==> config.mk <==
export PLATFORM = sky130hd
export DESIGN_NAME = majo_vote_ctrl
export DESIGN_NICKNAME = d
export VERILOG_FILES = /design/src/rtl/majo_vote_ctrl.sv
export SDC_FILE = /design/constraint.sdc
export NUM_CORES = 1
export LEC_CHECK = 0
export BUFFER_PORTS_ARGS = -buffer_cell sky130_fd_sc_hd__buf_2
export CELL_PAD_IN_SITES_DETAIL_PLACEMENT = 1
export CELL_PAD_IN_SITES_GLOBAL_PLACEMENT = 2
export CORE_MARGIN = 8
export CORE_UTILIZATION = 29
export DETAILED_ROUTE_END_ITERATION = 8
export HOLD_SLACK_MARGIN = 0.02
export PLACE_DENSITY = 0.76
export SLEW_MARGIN = 0
export SYNTH_ARGS = -nofsm -noshare
export SYNTH_HDL_FRONTEND = slang
export SYNTH_SLANG_ARGS = --single-unit
==> constraint.sdc <==
create_clock -name clk -period 1.6 [get_ports clk]
set_input_delay 0.08 -clock clk [delete_from_list [all_inputs] [get_ports clk]]
set_output_delay 0.08 -clock clk [all_outputs]
set_load 0.05 [all_outputs]
==> src/rtl/majo_vote_ctrl.sv <==
// majo_vote_ctrl: three-channel majority voter with collection timeout and saturating error counts
module majo_vote_ctrl #(
   parameter int TIMEOUT = 8,
   parameter int CNT_W   = 4
) (
   input  logic             clk,
   input  logic             rst,
   input  logic             x_vld,
   input  logic             y_vld,
   input  logic             z_vld,
   input  logic             x,
   input  logic             y,
   input  logic             z,
   input  logic             out_rdy,
   output logic             out_vld,
   output logic             out,
   output logic [2:0]       fault,
   output logic [2:0]       missing,
   output logic [CNT_W-1:0] err_cnt_x,
   output logic [CNT_W-1:0] err_cnt_y,
   output logic [CNT_W-1:0] err_cnt_z,
   output logic             busy
);
   typedef enum logic [1:0] {IDLE, COLLECT, VOTE, HOLD} state_t;
   localparam logic [7:0] TLAST = 8'(TIMEOUT - 1);
   state_t state, state_nxt;
   logic [7:0] timer;
   logic [2:0] vld, bits, cap, smp, cap_nxt, smp_nxt, cm, fault_v, inc;
   logic open, maj, accept;
   function automatic logic [CNT_W-1:0] bump(input logic [CNT_W-1:0] c, input logic e);
      return (e && c != '1) ? c + 1'b1 : c;
   endfunction
   assign vld     = {x_vld, y_vld, z_vld};
   assign bits    = {x, y, z};
   assign open    = (state == IDLE) || (state == COLLECT);
   assign accept  = (state == HOLD) && out_rdy;
   assign cap_nxt = open ? (cap | vld) : cap;
   // uncaptured slots may track the wire freely; only the first strobe freezes them
   assign smp_nxt = open ? ((cap & smp) | (~cap & bits)) : smp;
   assign cm      = cap & smp;
   assign maj     = (cm[2] & cm[1]) | (cm[2] & cm[0]) | (cm[1] & cm[0]);
   assign fault_v = cap & (smp ^ {3{maj}});
   assign inc     = fault_v | ~cap;
   assign busy    = state != IDLE;
   always_comb begin
      state_nxt = state;
      unique case (state)
         IDLE:    state_nxt = &cap_nxt ? VOTE : (|vld ? COLLECT : IDLE);
         COLLECT: state_nxt = (&cap_nxt || timer == TLAST) ? VOTE : COLLECT;
         VOTE:    state_nxt = HOLD;
         HOLD:    state_nxt = out_rdy ? IDLE : HOLD;
      endcase
   end
   always_ff @(posedge clk) begin
      if (rst) begin
         state     <= IDLE;
         timer     <= '0;
         cap       <= '0;
         smp       <= '0;
         out_vld   <= 1'b0;
         out       <= 1'b0;
         fault     <= '0;
         missing   <= '0;
         err_cnt_x <= '0;
         err_cnt_y <= '0;
         err_cnt_z <= '0;
      end else begin
         state <= state_nxt;
         timer <= (state == COLLECT) ? timer + 8'd1 : '0;
         cap   <= accept ? '0 : cap_nxt;
         smp   <= smp_nxt;
         if (state == VOTE) begin
            out_vld   <= 1'b1;
            out       <= maj;
            fault     <= fault_v;
            missing   <= ~cap;
            err_cnt_x <= bump(err_cnt_x, inc[2]);
            err_cnt_y <= bump(err_cnt_y, inc[1]);
            err_cnt_z <= bump(err_cnt_z, inc[0]);
         end
         if (accept) begin
            out_vld <= 1'b0;
            fault   <= '0;
            missing <= '0;
         end
      end
   end
endmodule
==> results_dict.tcl, run 1 <==
set metrics [dict create \
    status "complete, no violations" \
    grt.total_usage 0.1089 \
    power_density_mw_per_mm2 1074 \
    layout_min_cycle_time_ps 1553 \
    hold_violations 0 \
    std_cell_rows 27 \
    wl_microns 4319 \
    clock_path_buffers 2 \
    grt_remaining_overflow 0 \
    drv_cap 0 \
    seq_area_frac_synth 0.4400 \
    cts_tree "yes" \
    wire_per_inst_microns 14.11 \
    fmax_ghz 0.6438 \
    via_per_inst 5.042 \
    synthArstFlopShare 0 \
    end_kind "flip-flop" \
    start_kind "flip-flop" \
    setup_viol 0 \
    fp.dieW_microns 91.15 \
    synth_cell_types 40 \
    dp_hpwl_microns 3164 \
    synth_edf_count 0 \
    syn2layout_area_growth_pct 27.35 \
    finalCritPeriodShare 0.9708 \
    cts_root_buffer "clkbuf_8" \
    fill_cells 666 \
    synthTopCellsByArea "dfxtp_1, nor2_1, a21oi_1" \
    diodes 0 \
    grt_first_pass_wirelength_microns 7541 \
    slew-limit-headroom 0.7123 \
    die_height_microns 91.15 \
    ys.flop_type "dfxtp_1" \
    leakage_nw 0.8484 \
    grt_pass1_vias 1587 \
    place_congestion 0.7016 \
    grt_max_degree 24 \
    ant_nets 0 \
    cts-htree-levels 2 \
    peakVddDrop_mv 0.5493 \
    core_area_sq_mm 0.005473 \
    post-place-ws_ps 9.373 \
    finalInstanceArea_sq_mm 0.002086 \
    start_util 0.2993 \
    placed_area_sq_mm 0.001929 \
    drt-initial-drc-count 34 \
    yosysTopAreaCell "dfxtp_1" \
    cts.sinks 36 \
    drc 0 \
    clk_pin_slew_ps 70 \
    io_pins 30 \
    antenna_found_initial 0 \
    worstPathMaxFanout 8 \
    synth.avg_cell_area_sq_um 8.530 \
    numCtsBuffers 5 \
    layout-drive-gt1-share 0.2949 \
    io_buffers 29 \
    finish.utilization 0.3811 \
    cp.required_ps 1830 \
    grt_setup_unrepaired "true" \
    tightest_slew_ps 431.6 \
    design.die.area_sq_mm 0.008308 \
    fin_ws_ps 46.72 \
    insertion_delay_ps 300 \
    syn-num-nets 205 \
    drv_slew 0 \
    skew_ps 8.492 \
    cp.arrival_ps 1780 \
    yosysWarnings 0 \
    worstSetupPathType "reg2reg" \
    ys_ff_latch 36 \
    final_nets 246 \
    worstHoldPathType "in2reg" \
    dr.pass1.iters 4 \
    synth.top_cell.area_share 0.4400 \
    synthCells 192 \
    vias 1543 \
    finalPower_mw 2.241 \
    synth.cell_area_sq_mm 0.001638 \
]
-- state kept, by name, indices dropped and copies added, names as in the netlist, named ones only --
name       cells
out            1
fault          3
state          2
err_cnt_z      4
err_cnt_y      4
err_cnt_x      4
timer          8
out_vld        1
missing        3
cap            3
-- cells by family (layout without fill, tap and decap cells) --
kind of cell | count (synthesis) | after routing | synth area share
adders and majority gates | 4 | 4 | 0.03056
DFF | 36 | 36 | 0.4400
muxes | 5 | 5 | 0.03209
and+or+nand+nor | 81 | 81 | 0.2506
xor gates and xnor gates | 6 | 6 | 0.03209
buffers and inverters | 12 | 54 | 0.02903
AOI/OAI and AO/OA | 48 | 48 | 0.1856
-- metrics by stage --
| step | setup TNS, ps | cells | hold slack (ps) |
|---|---|---|---|
| floorplan | 0 | 192 | 216.0 |
| global placement | 0 | 296 | 340.1 |
| detailed placement | 0 | 296 | 340.6 |
| CTS | 0 | 305 | 22.21 |
| global route | -28.44 | 306 | 29.90 |
| finish | 0 | 306 | 29.97 |
-- power breakdown --
part | leakage [nW] | internal [mW] | switching [mW]
Clock | 0.0552 | 0.463 | 0.345
Combinational | 0.498 | 0.159 | 0.273
Sequential | 0.296 | 0.950 | 0.0508
Total | 0.848 | 1.57 | 0.668
-- what timing repair did --
item	4_1_cts	5_1_grt
pin swaps	0	7
buffers inserted	0	1
endpoints found under the hold margin	1	0
gates resized for setup	3	8
hold buffers	1	0
endpoints found under the setup margin	2	8
-- worst max-delay path, cell delays in order, from the launching register on --
cell	delay [ps]
dfxtp_2	340
buf_4	140
a21bo_2	200
o221a_4	310
or3b_4	380
a21oi_2	130
-- worst paths after layout --
path	endpoint	cells after the start	startpoint	slack, ps
worst max-delay path	err_cnt_z[1]$_SDFFE_PP0P_	5	flip-flop	50
worst min-delay path	flip-flop	3	z	30
worst max register to register	err_cnt_z[1]$_SDFFE_PP0P_	5	flip-flop	50
worst min register to register	timer[0]$_SDFF_PP0_	1	timer[0]$_SDFF_PP0_	450
-- metal layers --
metal	share of wire	GRT usage	vias to the layer above
met4	0.012	0.03274	0
met5	0	0	-
met3	0.056	0.04527	7
met1	0.46	0.1281	741
met2	0.47	0.1765	24
li1	-	-	771
-- cell type report --
cell class	count	area, sq um	area share
clock buffer	6	72.57	0.03479
clock inverter	2	35.03	0.01680
inverter	3	11.26	0.005399
multi-input combinational	144	893.4	0.4283
sequential	36	730.7	0.3503
tap	72	90.09	0.04319
timing repair buffer	43	252.7	0.1212
-- cells in the final DEF, fill, tap and decap left out, types with 6 or more instances in the layout --
cell type / synthesis / final
nand3_1: 15 / 15
buf_4: 0 / 13
nand2b_1: 6 / 6
dfxtp_1: 36 / 28
a21oi_1: 17 / 15
nor2_1: 25 / 25
buf_2: 2 / 29
dfxtp_2: 0 / 8
o21ai_0: 9 / 9
nand2_1: 10 / 10
-- cells in the mapped netlist (5+ instances only) --
master and instances:
nand2_1 10, dfxtp_1 36, o22ai_1 5, nand3_1 15, or3_1 5, and3_1 5
nor2_1 25, clkbuf_1 6, nand2b_1 6, o21ai_0 9, a21oi_1 17
Note: power is estimated with default switching activity, not from simulation.
==> inputs of run 2 (changes only) <==
--- a/config.mk
+++ b/config.mk
@@ -5,11 +5,12 @@
 export SDC_FILE = /design/constraint.sdc
 export NUM_CORES = 1
 export LEC_CHECK = 0
+export ABC_AREA = 1
 export BUFFER_PORTS_ARGS = -buffer_cell sky130_fd_sc_hd__buf_2
 export CELL_PAD_IN_SITES_DETAIL_PLACEMENT = 1
 export CELL_PAD_IN_SITES_GLOBAL_PLACEMENT = 2
 export CORE_MARGIN = 8
-export CORE_UTILIZATION = 29
+export CORE_UTILIZATION = 28
 export DETAILED_ROUTE_END_ITERATION = 8
 export HOLD_SLACK_MARGIN = 0.02
 export PLACE_DENSITY = 0.76
==> run 2 against run 1 <==
Final cell count up 16%. Fmax up 15%. Largest power group unchanged. Register-to-register slack better by 210 ps. Sequential share of layout area down 1.8 points. Sequential cell count unchanged. Global-route usage down 0.12 points. Count of clock-buffer cells in the layout down 1. Via count up 4.0%. Clock power up 41%.
==> results_dict.tcl, run 2 <==
set metrics [dict create \
    synth_cell_types 28 \
    peakVddDrop_mv 0.6589 \
    die_height_microns 95.80 \
    synth.top_cell.area_share 0.4042 \
    io_buffers 29 \
    finalCritPeriodShare 0.8406 \
    syn2layout_area_growth_pct 21.75 \
    synthXorXnorAreaFrac 0.01474 \
    finalInstanceArea_sq_mm 0.002171 \
    synth.avg_cell_area_sq_um 7.368 \
    cts_tree "yes" \
    end_kind "flip-flop" \
    grt_setup_unrepaired "false" \
    synth.most_common_cell "nand2_1" \
    fill_cells 809 \
    p_clk_frac 0.322 \
    combPwrFrac 0.332 \
    synth.cell_area_sq_mm 0.001783 \
    synth_mux_area_frac 0 \
    final-seq-area_sq_um 721.9 \
    grt.total_usage 0.1078 \
    grt_pass1_vias 1655 \
    yosys.area_share.simple 0.3761 \
    via_per_inst 4.531 \
    numCtsBuffers 5 \
    synthCells 242 \
    ys_ff_latch 36 \
    placed_area_sq_mm 0.002011 \
    design.die.area_sq_mm 0.009177 \
    leakage_nw 1.041 \
    core_area_sq_mm 0.006241 \
    synth_edf_count 0 \
    skew_ps 11.16 \
    final_cell_mix "nand2_1, dfxtp_1, nor2_1" \
    seq_area_frac_synth 0.4042 \
    power.switching_mw 1.397 \
    status "complete, no violations" \
    clock_path_buffers 2 \
    insertion_delay_ps 300 \
    wl_microns 4564 \
    place_congestion 0.7185 \
    layout-drive-gt1-share 0.2563 \
    dr.pass1.iters 4 \
    drv_slew 0 \
    io_pins 30 \
    wire_per_inst_microns 12.89 \
    fin_ws_ps 255.1 \
    start_kind "flip-flop" \
    final_common_cell "nand2_1" \
    clk_pin_slew_ps 90 \
    multi_input_area_sq_um 889.6 \
    cts-htree-levels 2 \
    slew-limit-headroom 0.7421 \
    vias 1604 \
    antenna_found_initial 0 \
    synth_top_family_by_area "simple AND/OR/NAND/NOR gates" \
    worstHoldPathType "in2reg" \
    synth_compound_area_frac 0.08000 \
    fmax_ghz 0.7436 \
    worstPathMaxFanout 14 \
    cp.required_ps 1830 \
    final_nets 289 \
    dp_hpwl_microns 3446 \
    power.internal_mw 2.153 \
    fp.dieW_microns 95.80 \
    cts_root_buffer "clkbuf_8" \
    grt_first_pass_wirelength_microns 7859 \
    setup_viol 0 \
    syn-num-nets 255 \
    synth_common_cells "nand2_1, dfxtp_1, nor2_1" \
    layout_min_cycle_time_ps 1345 \
    setup_tns_ps 0 \
    drc 0 \
    yosysWarnings 0 \
    drv_cap 0 \
    synth_fa_ha_area_frac 0.02807 \
    grt_max_degree 15 \
    tightest_slew_ps 386.0 \
    grt_remaining_overflow 0 \
    top_register "timer" \
    std_cell_rows 29 \
    cp.arrival_ps 1580 \
    largest_register_ffs 8 \
    start_util 0.2857 \
    synthTopCellsByArea "dfxtp_1, nand2_1, nor2_1" \
    post-place-ws_ps 167.0 \
    hold_violations 0 \
    ys.flop_type "dfxtp_1" \
    ctsHoldBuffers 0 \
    netSwitchingFraction 0.3934 \
    worstSetupPathType "reg2reg" \
    cts.sinks 36 \
    yosysTopAreaCell "dfxtp_1" \
    power_density_mw_per_mm2 1635 \
    drt-initial-drc-count 37 \
    power_frac_seq 0.346 \
    synthArstFlopShare 0 \
    ant_nets 0 \
    diodes 0 \
]
[run 2: cell count changes in the layout (fill, tap and decap cells not counted), sizes merged, moves of 5 or more]
cell    before  now
a21oi       17   12
buf         42   31
inv          3   37
nand2       10   47
nand2b       6    0
nand3       15   28
nor2        25   41
nor3         0    6
o22ai        5    0
or3          5    0
[run 2: per-layer routing]
layer  wire length [microns]  GRT usage  up-vias
met5                       0          0        -
met4                      44    0.02689        0
met3                     229    0.03354        4
met2                    2072     0.1811       22
met1                    2217     0.1304      739
li1                        -          -      839
[run 2: worst paths after layout]
check                       from  slack [ps]  cells after the start                   endpoint
max          state[1]$_SDFF_PP0_         260                      8  err_cnt_x[3]$_SDFFE_PP0P_
min reg2reg  timer[0]$_SDFF_PP0_         460                      1        timer[0]$_SDFF_PP0_
min                            x          60                      3                  flip-flop
max reg2reg  state[1]$_SDFF_PP0_         260                      8  err_cnt_x[3]$_SDFFE_PP0P_
[run 2: area by class of cell]
cell class | instances | area share
timing repair buffer | 31 | 0.07378
multi-input combinational | 165 | 0.4098
clock buffer | 5 | 0.03170
tap | 77 | 0.04438
sequential | 36 | 0.3326
clock inverter | 3 | 0.04150
inverter | 37 | 0.06628
[run 2: power by group through the flow]
stage / Clock (mW) / Sequential (mW) / Combinational (mW)
after floorplan: 0 / 1.51 / 0.658
after global placement: 0 / 1.25 / 1.18
after detailed placement: 0 / 1.25 / 1.20
after CTS: 1.17 / 1.23 / 1.21
after global routing: 1.20 / 1.26 / 1.31
final: 1.14 / 1.23 / 1.18
[run 2: logic make-up (layout without fill, tap and decap cells)]
family                     after synthesis  after routing
and+or+nand+nor                        131            131
AOI/OAI and AO/OA                       27             27
xor gates and xnor gates                 3              3
buffers and inverters                   41             76
adders and majority gates                4              4
DFF                                     36             36
[run 2: timing repair]
| action | 4_1_cts | 5_1_grt |
|---|---|---|
| gates resized for setup | 0 | 1 |
| endpoints found under the setup margin | 0 | 3 |
| buffers inserted | 0 | 0 |
[run 2: stage by stage]
step                cells  hold WS, ps  total power [mW]    util
global placement      346        371.4             2.429  0.3222
detailed placement    346        370.1             2.449  0.3222
finish                354        57.68             3.550  0.3478
global route          354        56.02             3.766  0.3478
CTS                   354        54.68             3.607  0.3476
floorplan             242        244.5             2.166       -
[run 2: worst max-delay path, stage by stage (launching register included)]
cell and delay [ps]:
dfxtp_2 420, inv_4 80, nor2_8 240, inv_4 120, nor2_2 100, nand3_1 110, nand2_1 70, nand2_1 50
nor2_1 80
